===== src/rtl/vga_timing_pkg.sv =====
// Default 1024x768 raster timing, derived totals/sync windows and coordinate field widths.
// Pure constants: no latency, no backpressure.
package vga_timing_pkg;

    localparam int DEF_H_ACTIVE = 1024;
    localparam int DEF_H_FP     = 24;
    localparam int DEF_H_SYNC   = 136;
    localparam int DEF_H_BP     = 160;
    localparam int DEF_V_ACTIVE = 768;
    localparam int DEF_V_FP     = 3;
    localparam int DEF_V_SYNC   = 6;
    localparam int DEF_V_BP     = 29;

    localparam int DEF_H_TOTAL     = DEF_H_ACTIVE + DEF_H_FP + DEF_H_SYNC + DEF_H_BP;
    localparam int DEF_V_TOTAL     = DEF_V_ACTIVE + DEF_V_FP + DEF_V_SYNC + DEF_V_BP;
    localparam int DEF_HSYNC_START = DEF_H_ACTIVE + DEF_H_FP;
    localparam int DEF_HSYNC_END   = DEF_HSYNC_START + DEF_H_SYNC;
    localparam int DEF_VSYNC_START = DEF_V_ACTIVE + DEF_V_FP;
    localparam int DEF_VSYNC_END   = DEF_VSYNC_START + DEF_V_SYNC;

    // Split-field widths let consumers tap 32-pixel cells and 64-line bands directly.
    localparam int X_LO_W  = 5;
    localparam int X_HI_W  = 6;
    localparam int Y_LO_W  = 6;
    localparam int Y_HI_W  = 5;
    localparam int COORD_W = X_LO_W + X_HI_W;

endpackage


===== src/rtl/vga_split_counter.sv =====
// Low field with carry into high field, wrapping to zero after the terminal count.
// Advances one step per cycle when inc is high; next-state value exposed combinationally; no backpressure.
module vga_split_counter #(
    parameter int LO_W = 5,
    parameter int HI_W = 6,
    parameter int TERM = 1343
) (
    input  logic                   clk,
    input  logic                   rst,
    input  logic                   inc,
    output logic [LO_W-1:0]        lo,
    output logic [HI_W-1:0]        hi,
    output logic [LO_W+HI_W-1:0]   cnt_nxt,
    output logic                   wrap
);

    localparam int              W      = LO_W + HI_W;
    localparam logic [W-1:0]    TERM_V = W'(TERM);

    logic [LO_W-1:0] lo_q, lo_d;
    logic [HI_W-1:0] hi_q, hi_d;
    logic            at_term;

    assign at_term = ({hi_q, lo_q} == TERM_V);
    assign wrap    = inc & at_term;

    always_comb begin
        lo_d = lo_q;
        hi_d = hi_q;
        if (inc) begin
            if (at_term) begin
                lo_d = '0;
                hi_d = '0;
            end else if (&lo_q) begin
                lo_d = '0;
                hi_d = hi_q + HI_W'(1);
            end else begin
                lo_d = lo_q + LO_W'(1);
            end
        end
    end

    always_ff @(posedge clk or posedge rst) begin
        if (rst) begin
            lo_q <= '0;
            hi_q <= '0;
        end else begin
            lo_q <= lo_d;
            hi_q <= hi_d;
        end
    end

    assign lo      = lo_q;
    assign hi      = hi_q;
    assign cnt_nxt = {hi_d, lo_d};

endmodule


===== src/rtl/vga_sync_gen.sv =====
// Raster timing generator: split x/y coordinates, hsync/vsync/blank and a sticky vblank interrupt.
// Zero relative latency (outputs registered from next-state counters); free-running, no backpressure. VGA_SYNC_LINE_IRQ_EN adds irq_line.
module vga_sync_gen
    import vga_timing_pkg::*;
#(
    parameter int H_ACTIVE  = DEF_H_ACTIVE,
    parameter int H_FP      = DEF_H_FP,
    parameter int H_SYNC    = DEF_H_SYNC,
    parameter int H_BP      = DEF_H_BP,
    parameter int V_ACTIVE  = DEF_V_ACTIVE,
    parameter int V_FP      = DEF_V_FP,
    parameter int V_SYNC    = DEF_V_SYNC,
    parameter int V_BP      = DEF_V_BP,
    parameter bit HSYNC_POL = 1'b0,
    parameter bit VSYNC_POL = 1'b1
) (
    input  logic              clk,
    input  logic              rst,
    input  logic              cli,
    output logic              hsync,
    output logic              vsync,
    output logic              blank,
    output logic              interrupt,
    output logic [X_LO_W-1:0] x_lo,
    output logic [X_HI_W-1:0] x_hi,
    output logic [Y_LO_W-1:0] y_lo,
    output logic [Y_HI_W-1:0] y_hi
`ifdef VGA_SYNC_LINE_IRQ_EN
    ,
    input  logic [9:0]        irq_line
`endif
);

    localparam int H_TOTAL = H_ACTIVE + H_FP + H_SYNC + H_BP;
    localparam int V_TOTAL = V_ACTIVE + V_FP + V_SYNC + V_BP;

    localparam logic [COORD_W-1:0] H_ACT_C  = COORD_W'(H_ACTIVE);
    localparam logic [COORD_W-1:0] V_ACT_C  = COORD_W'(V_ACTIVE);
    localparam logic [COORD_W-1:0] HS_BEG_C = COORD_W'(H_ACTIVE + H_FP);
    localparam logic [COORD_W-1:0] HS_END_C = COORD_W'(H_ACTIVE + H_FP + H_SYNC);
    localparam logic [COORD_W-1:0] VS_BEG_C = COORD_W'(V_ACTIVE + V_FP);
    localparam logic [COORD_W-1:0] VS_END_C = COORD_W'(V_ACTIVE + V_FP + V_SYNC);

    // x_lo wraps at 32, so a line that is not a whole number of cells cannot be split cleanly.
    if ((H_TOTAL % 32) != 0) begin : g_htotal_chk
        $error("vga_sync_gen: H_TOTAL must be a multiple of 32");
    end

    logic [COORD_W-1:0] x_nxt, y_nxt;
    logic               x_wrap;
    logic               y_wrap_unused;

    vga_split_counter #(
        .LO_W (X_LO_W),
        .HI_W (X_HI_W),
        .TERM (H_TOTAL - 1)
    ) u_x_cnt (
        .clk     (clk),
        .rst     (rst),
        .inc     (1'b1),
        .lo      (x_lo),
        .hi      (x_hi),
        .cnt_nxt (x_nxt),
        .wrap    (x_wrap)
    );

    vga_split_counter #(
        .LO_W (Y_LO_W),
        .HI_W (Y_HI_W),
        .TERM (V_TOTAL - 1)
    ) u_y_cnt (
        .clk     (clk),
        .rst     (rst),
        .inc     (x_wrap),
        .lo      (y_lo),
        .hi      (y_hi),
        .cnt_nxt (y_nxt),
        .wrap    (y_wrap_unused)
    );

    logic hsync_q, hsync_d;
    logic vsync_q, vsync_d;
    logic blank_q, blank_d;
    logic int_q,   int_d;
    logic set_evt;

    always_comb begin
        blank_d = (x_nxt >= H_ACT_C) || (y_nxt >= V_ACT_C);
        hsync_d = ((x_nxt >= HS_BEG_C) && (x_nxt < HS_END_C)) ? HSYNC_POL : ~HSYNC_POL;
        vsync_d = ((y_nxt >= VS_BEG_C) && (y_nxt < VS_END_C)) ? VSYNC_POL : ~VSYNC_POL;

        set_evt = (x_nxt == '0) && (y_nxt == V_ACT_C);
`ifdef VGA_SYNC_LINE_IRQ_EN
        set_evt = set_evt | ((x_nxt == '0) && (y_nxt == COORD_W'(irq_line)));
`endif
        // A set event on the same edge as cli keeps the interrupt pending.
        int_d = set_evt | (int_q & ~cli);
    end

    always_ff @(posedge clk or posedge rst) begin
        if (rst) begin
            hsync_q <= ~HSYNC_POL;
            vsync_q <= ~VSYNC_POL;
            blank_q <= 1'b0;
            int_q   <= 1'b0;
        end else begin
            hsync_q <= hsync_d;
            vsync_q <= vsync_d;
            blank_q <= blank_d;
            int_q   <= int_d;
        end
    end

    assign hsync     = hsync_q;
    assign vsync     = vsync_q;
    assign blank     = blank_q;
    assign interrupt = int_q;

endmodule


===== config.mk =====
export PLATFORM = sky130hd
export DESIGN_NAME = vga_sync_gen
export DESIGN_NICKNAME = d
export VERILOG_FILES = /design/src/rtl/vga_timing_pkg.sv /design/src/rtl/vga_split_counter.sv /design/src/rtl/vga_sync_gen.sv
export SDC_FILE = /design/constraint.sdc
export NUM_CORES = 1
export LEC_CHECK = 0
export CAP_MARGIN = 5
export CORE_MARGIN = 4
export CORE_UTILIZATION = 47
export DETAILED_ROUTE_END_ITERATION = 16
export PLACE_DENSITY = 0.76
export SLEW_MARGIN = 20
export SYNTH_ARGS = -nofsm -noshare
export SYNTH_HDL_FRONTEND = slang
export SYNTH_SLANG_ARGS = --single-unit

===== constraint.sdc =====
create_clock -name clk -period 2.52 [get_ports clk]
set_input_delay 0.378 -clock clk [delete_from_list [all_inputs] [get_ports clk]]
set_output_delay 0.378 -clock clk [all_outputs]
set_load 0.01 [all_outputs]

==> out/metrics.csv <==
stage,metric,value,unit
clocking,# hold bufs at CTS,0,
synth,Seq cells post-synth,26,
routing,DRC errors left,0,
hold_path,worst min path class,primary input to async pin,
clocking,clock-pin slew on the worst setup and hold paths,0.15,ns
sta,final worst path period share,0.969,
setup_path,R2R Path Start,u_x_cnt.lo[1]$_DFF_PP0_,
global_routing,largest net degree at the start of global routing,27,
routing,top layer reached by signal wires,met4,
synth,Mapped Cells,159,
pwr,Pwr Total,0.716,mW
routing,DRT iter0 DRCs,39,
synth,Syn Nets,169,
synth,YS warnings,0,
clocking,# clock sinks,26,
sta,Hold WS,0.391,ns
setup_path,FF-to-FF path depth,10,
floorplan,Ports,29,
global_routing,first-pass GRT wire length,6350,µm
setup_path,CP max stage cell,dfrtp_1,
floorplan,Cell Rows,20,
floorplan,Core ar.,3130,µm²
synth,"Seq/Total Area, Yosys",0.413,
pwr,Static Leak,0.885,nW
setup_path,CP bufs+invs,1,
sta,max_slew headroom,0.781,
clocking,clk_lat worst skew,0.32,ns
finish,nets@finish,210,
synth,Post-synth EDFFs,0,
place,Port Buffers,28,
routing,DR WL met2,1680,µm
routing,Final ANT Viol Nets,0,
setup_path,"CP delay by family, top",compound AO/OA/AOI/OAI gates,
setup_path,CP startpoint kind,register,
global_routing,All-Layer GR Usage,0.185,
routing,TritonRoute pass-1 iters,4,
flow_run,Max-Cap Viols,0,
synth,number of distinct library cells after synthesis,48,
setup_path,Crit path required time,2.76,ns
setup_path,CP max stage delay,0.38,ns
sta,Final setup viols,0,
floorplan,Die Ht,65.9,µm
synth,asr flop ratio synth,1.00,
pwr,maximum vdd ir drop,0.199,mV
clocking,CTS Root Cell,clkbuf_4,
sta,measured slew at the worst slew-check pin,0.326,ns
finish,"most common cell after layout, fill and taps aside",clkdlybuf4s50_1,
setup_path,Worst R2R Setup Slack,0.08,ns
routing,DR WL met3,247,µm
setup_path,CP cell instances,ha_2 > and3_4 > ha_2 > buf_6 > nand2_1 > o32a_1 > or2_2 > o31ai_2 > nand4_1 > o31ai_1,
outcome,status,"complete, no violations",
sta,count of final max-slew check failures,0,
clocking,CTS Buf Count,3,
setup_path,Critical Path Sink Type,register,
sta,unrepaired setup endpoints after global routing,true,
setup_path,Setup CP Type,register to register,
setup_path,CP most frequent cell,ha_2,
routing,WL final,3660,µm
pwr,PwrDens,349,nW/µm²
global_routing,initial antenna violation count,0,
routing,WL met1,1670,µm
floorplan,Die Span X,65.9,µm
setup_path,"Max FO, Critical Path",11,
sta,Setup Skew,0.00322,ns
synth,ys flop type,dfrtp_1,
synth,syn avg cell area,9.92,µm²
clocking,CTS H-tree depth,1,
setup_path,data arrival time of the critical path,2.68,ns
clocking,CTS tree,done,
routing,Vias/cell,5.70,
setup_path,Worst R2R End,interrupt$_DFF_PP0_,
finish,Area Growth Syn to Fin,30.2,%
routing,wire length per cell,15.1,µm
floorplan,Die Area,4340,µm²
finish,share of cells above drive strength 1,0.191,
routing,via count,1386,
sta,Max Freq,409,MHz
place,Post-DP HPWL,2770,µm
global_routing,total gr overflow,0,
synth,Mapped Area,1580,µm²
floorplan,Initial Util,0.504,
sta,Final Hold Fails,0,
clocking,maximum clock insertion buffer count,2,
global_routing,vias in the first global route,1344,
sta,minimum clock period,2.44,ns
finish,"commonest non-fill, non-tap cells in the layout","28 x clkdlybuf4s50_1, 25 x dfrtp_1, 13 x inv_1, 13 x buf_4, 9 x nand2_1",
finish,n_diodes,0,
place,Placer Congestion,0.850,
area by class of cell:
cell class	instances	area [µm²]
well taps	44	55.1
repair buffers	42	389
clock buffers	3	22.5
inverters	13	48.8
fillers	257	1080
multi-input cells	114	855
flip-flops and latches	26	652
clock inverters	1	30.0
Yosys cell counts (all sizes together), types with 3 or more instances:
cell type	instances	area (µm²)
dfrtp	25	626
inv	13	48.8
nand2	10	40.0
nor3	8	51.3
ha	7	87.6
o21ai	7	35.0
a31oi	6	43.8
nor2	6	22.5
xnor2	6	52.6
a21oi	5	25.0
and3	5	32.5
nand3	5	25.0
nand4	5	31.3
xor2	5	43.8
clkbuf	4	18.8
o31ai	4	30.0
or3	4	30.0
and4	3	28.8
nand2b	3	18.8
logic make-up (layout without fill, tap and decap cells):
family,after synthesis,in the layout,synth area share
muxes,2,2,0.0127
xor gates and xnor gates,11,11,0.0611
buffers and inverters,19,59,0.0571
and+or+nand+nor,60,60,0.241
adders and majority gates,7,7,0.0556
AOI/OAI and AO/OA,34,34,0.159
DFF,26,26,0.413
power by group:
part	total, mW	internal, mW	switching, mW
logic	0.0119	0.00402	0.00792
registers	0.417	0.417	0.0000000000000000299
clock network	0.287	0.161	0.126
total	0.716	0.582	0.134
flip-flops by register name, summed over array words and instances, names as in the netlist:
signal and count:
u_y_cnt.lo 6, interrupt 1, vsync 1, u_x_cnt.lo 5, u_y_cnt.hi 5, u_x_cnt.hi 6
blank 1, hsync 1
worst max path at each step:
stage / start / endpoint / slack, ns / depth (start not counted)
after floorplan: u_x_cnt.lo[0]$_DFF_PP0_ / interrupt$_DFF_PP0_ / 0.1 / 10
after global placement: u_x_cnt.lo[1]$_DFF_PP0_ / interrupt$_DFF_PP0_ / 0.09 / 9
after detailed placement: u_x_cnt.lo[1]$_DFF_PP0_ / interrupt$_DFF_PP0_ / 0.01 / 9
after CTS: u_x_cnt.lo[0]$_DFF_PP0_ / interrupt$_DFF_PP0_ / 0.03 / 9
after global routing: u_x_cnt.lo[1]$_DFF_PP0_ / interrupt$_DFF_PP0_ / -0.06 / 10
final: u_x_cnt.lo[1]$_DFF_PP0_ / interrupt$_DFF_PP0_ / 0.08 / 10
metal layers:
metal | global-route usage | up-vias
met1 | 0.258 | 656
met4 | 0.0674 | 0
met5 | 0 | -
met3 | 0.0391 | 8
met2 | 0.282 | 55
li1 | - | 667
metrics by stage:
| step | setup TNS (ns) | area (µm²) | std cells | utilization | setup slack, ns |
|---|---|---|---|---|---|
| floorplan | 0 | 1580 | 159 | - | 0.0977 |
| global placement | 0 | 1960 | 237 | 0.627 | 0.0938 |
| detailed placement | 0 | 1960 | 237 | 0.627 | 0.0140 |
| CTS | 0 | 2030 | 242 | 0.648 | 0.0317 |
| global route | -0.0626 | 2050 | 243 | 0.656 | -0.0626 |
| finish | 0 | 2050 | 243 | 0.656 | 0.0778 |
what timing repair did:
item	CTS	global route
setup buffers	1	1
setup endpoints to repair	1	2
pin swaps	0	3
resized for setup	1	5
tightest hold or removal path: cells and delay by family:
family	cells	cell delay [ns]
buf+inv	3	0.75
(Power assumes the default switching activity.)
==> edit 1 (same flow settings) <==
Add a define of `VGA_SYNC_LINE_IRQ_EN`.
--- a/src/rtl/vga_sync_gen.sv
+++ b/src/rtl/vga_sync_gen.sv
@@ -1,4 +1,6 @@
 // Raster timing generator: split x/y coordinates, hsync/vsync/blank and a sticky vblank interrupt.
 // Zero relative latency (outputs registered from next-state counters); free-running, no backpressure. VGA_SYNC_LINE_IRQ_EN adds irq_line.
+`define VGA_SYNC_LINE_IRQ_EN
+
 module vga_sync_gen
     import vga_timing_pkg::*;
Interface: changed (added irq_line); port bits go from 29 to 39. No check against the original RTL was run, so the function may have changed too.
==> edit 1 against the unedited design <==
Synthesized cell count grew 35%. Setup slack got worse by 0.054 ns. Via count rose by 48%. Sequential power is essentially flat. Clock power up 26%. Fmax down 2.2%. Wire length up 69%. Sequential cell count did not move. Count of clock-buffer cells in the layout is the same. Final area is 42% higher. Total power increased by 16%. Critical path depth decreased by 1. Area after synthesis is 27% higher. Largest power group unchanged.
==> edit 1: results (changes against the unedited design) <==
Via Count 2,047 (+48%); Area contributors post-synth dfrtp_1 (31%), ha_1 (4.4%), xnor2_1 (3.1%), xor2_1 (3.1%), inv_1 (2.8%); layout cells sized above 1 0.301 (+0.110); Commonest cells post-synth dfrtp_1 (25), inv_1 (15), nand2_1 (13); syn nets 235 (+39%); Reg clk slew, reported paths 0.10 ns (-0.05 ns); port bufs 38 (+36%); Placer Congestion 0.978 (+15%); Total GRT Usage 0.237 (+0.0522); Post-Route WL 6210 um (+69%); Reg2Reg Launch Point u_x_cnt.lo[0]; Synth warnings 0 (unchanged); peak fanout along the critical path 7 (-4); Final #Nets 313 (+49%); first-pass GRT wire length 9850 um (+55%); Clk Latency, worst-skew pair 0.28 ns (-0.04 ns); status finished clean; area fraction in compound gates after synthesis 0.185 (+0.0263); fraction of the mapped netlist area in adder cells 0.0436 (-0.0119); post-synthesis sequential area ratio 0.325 (-0.0889); placed inst area 0.00269 mm2 (+37%); hpwl dp 4710 um (+70%); Worst VDD drop 222 uV (+12%); CTS buffer count 3 (unchanged); Rel. slew slack 0.738 (-0.0430); largest net degree at the start of global routing 27 (unchanged); Worst Skew 0.00135 ns (-0.00187 ns); worst setup path startpoint u_x_cnt.lo[0]; Initial DRC Count 162 (+320%); post-synthesis cell type count 65 (+35%); Post-Synth XOR/XNOR Area 0.0611 (about the same); Leakage 1.23 nW (+39%); crit path DAT 2.71 ns (+0.03 ns)
-- edit 1: metal layers --
layer | vias up | wire, um | GRT usage
met5 | - | 0 | 0
li1 | 959 | - | -
met4 | 0 | 141 | 0.0724
met3 | 15 | 424 | 0.0410
met1 | 991 | 2710 | 0.337
met2 | 82 | 2930 | 0.368
-- edit 1: worst paths after layout --
kind                       cells after the start             to  slack, ns
hold reg to reg                                2  u_x_cnt.lo[0]       0.63
setup / recovery                               9      interrupt       0.02
hold / removal                                 3  u_x_cnt.lo[4]       0.44
max in group asynchronous                      3          hsync       1.78
setup reg to reg                               9      interrupt       0.02
min in group clk                               2  u_x_cnt.lo[0]       0.63
-- edit 1: worst max-delay path, cell delays in order, from the launching register on --
cell	delay, ns
dfrtp_1	0.40
ha_4	0.17
nand3_4	0.13
or3_4	0.49
buf_6	0.16
nor4_2	0.26
a21o_2	0.19
xor2_1	0.08
or4_4	0.41
o21ai_2	0.13
-- edit 1: per-stage QoR --
step | setup slack, ns | total power, W | util | instances
6_report | 0.0236 | 0.000831 | 0.718 | 342
5_1_grt | -0.0805 | 0.000849 | 0.718 | 342
4_1_cts | 0.000854 | 0.000828 | 0.683 | 340
3_5_place_dp | -0.120 | 0.000474 | 0.662 | 335
3_3_place_gp | -0.0272 | 0.000473 | 0.662 | 335
2_1_floorplan | 0.00687 | 0.000444 | - | 215
-- edit 1: final cells by class --
cell class                      instances  area [um2]
Timing Repair Buffer                   84         733
Inverter                               15        56.3
Clock inverter                          1        30.0
Clock buffer                            3        41.3
Tap cell                               50        62.6
Sequential cell                        26         652
Fill cell                             307        1140
Multi-Input combinational cell        163        1340
-- edit 1: cell families after synthesis --
kind of cell	Yosys count
compound gates	50
xor+xnor	14
fa+ha+maj	7
buf+inv	26
flops	26
mux	6
simple gates	86
-- edit 1: timing repair --
action | in CTS | in global routing
setup endpoints to repair | 2 | 2
gates cloned | 0 | 0
hold buffers | 0 | 0
pin swaps | 2 | 10
gates resized for setup | 3 | 28
buffers inserted | 1 | 2
-- edit 1: report_power, final --
group | switching (W) | internal [W] | leakage (nW) | total, W
logic | 0.0000243 | 0.0000273 | 0.847 | 0.0000516
clock network | 0.000150 | 0.000213 | 0.0357 | 0.000363
registers | 0.0000000000000000000000580 | 0.000417 | 0.345 | 0.000417
total | 0.000174 | 0.000657 | 1.23 | 0.000831
==> edit 2 (config.mk and constraints unchanged) <==
Made on the original files. `hi_q` no longer has a reset.
--- a/src/rtl/vga_split_counter.sv
+++ b/src/rtl/vga_split_counter.sv
@@ -44,9 +44,11 @@
         if (rst) begin
             lo_q <= '0;
-            hi_q <= '0;
         end else begin
             lo_q <= lo_d;
-            hi_q <= hi_d;
         end
+    end
+
+    always_ff @(posedge clk) begin
+        hi_q <= hi_d;
     end
 
Behaviour: no difference found for any inputs over 10 cycles, from zero or initial values and one cycle with rst high; that may be too few to reach the edited logic, so the function may still have changed.
==> edit 2 against the unedited design <==
Area after synthesis fell by 3.5%. Clock power is 35% lower. Total power shrank 15%. Final area decreased by 1.9%. Wire length is 6.7% higher. Setup slack got worse by 0.051 ns. Sequential cell count stayed put. Sequential share of layout area decreased by 2.1 points.
==> edit 2: results (changes against the unedited design) <==
signal buffers share of area 0.201 (+0.0111); comb pwr 0.00000802 W (-33%); Synth warnings 0 (unchanged); Final #Nets 212 (+0.95%); Non-CTS buffers 44 (+4.8%); clk cell area share 0.0131 (-0.0126); Post-Layout Cell Count 245 (+0.82%); Core Area 0.00308 mm2 (-1.6%); sequential cell area share 0.297 (-0.0206); crit path DAT 2.74 ns (+0.06 ns); Final WS setup 0.0265 ns (-0.0513 ns); first-pass GRT wire length 6180 um (-2.7%); asr flop ratio synth 0.577 (-0.423); placed inst area 0.00190 mm2 (-3.2%); Initial DRC Count 74 (+90%); fillcell total 260 (+1.2%); switching pwr 0.000130 W (-3.2%); Post-Route WL 3910 um (+6.7%); Worst Skew 0.00162 ns (-0.00161 ns); R2R depth 9 (-1); Total GRT Usage 0.185 (about the same); Placer Congestion 0.833 (-2.0%); number of global-route vias before repair 1,351 (+0.52%); clock power share 0.307 (-0.094); Top Family by Delay on Critical Path simple AND/OR/NAND/NOR gates; layout cells sized above 1 0.204 (+0.0130); Synth Area per Inst 9.57 um2 (-3.5%); setup bufs post-CTS 0 (-1); status finished clean; Rel. slew slack 0.600 (-0.181); peak fanout along the critical path 3 (-8); Layout clock buffers 4 (+1); post-synthesis cell type count 49 (+2.1%); max incr delay on CP 0.43 ns (+0.05 ns); hpwl dp 2770 um (about the same); multi-input logic area 881 um2 (+3.1%); CTS resizes 0 (-1); pre-CTS setup slack 0.0573 ns (+0.0433 ns); Commonest cells post-synth dfrtp_1 (14), inv_1 (13), dfxtp_1 (11)
edit 2: cell types whose count changed after synthesis:
cell	change
dfrtp_1	-11
dfxtp_1	+11
edit 2: metrics by stage:
stage,power (W),hold WS (ns)
finish,0.000610,0.402
global placement,0.000431,0.492
global route,0.000627,0.462
floorplan,0.000427,0.279
detailed placement,0.000432,0.477
CTS,0.000611,0.424
edit 2: kinds of logic after synthesis:
kind of cell | share of synthesized area
buffers and inverters | 0.0592
AO/OA/AOI/OAI | 0.164
flip-flops | 0.392
adder cells (fa/ha/maj) | 0.0576
multiplexers | 0.0132
XOR/XNOR | 0.0633
AND/OR/NAND/NOR | 0.250
edit 2: per-layer routing:
layer,up-vias,wire [um],GRT usage
met1,676,1700,0.248
met2,61,1910,0.309
met3,4,260,0.0260
li1,662,-,-
met4,0,39,0.0528
met5,-,0,0
edit 2: worst register-to-register path: cells and delay by family, from the launching register on:
kind,cells,cell delay (ns)
simple gates,4,0.94
fa+ha+maj,2,0.37
flops,1,0.43
compound gates,3,0.67
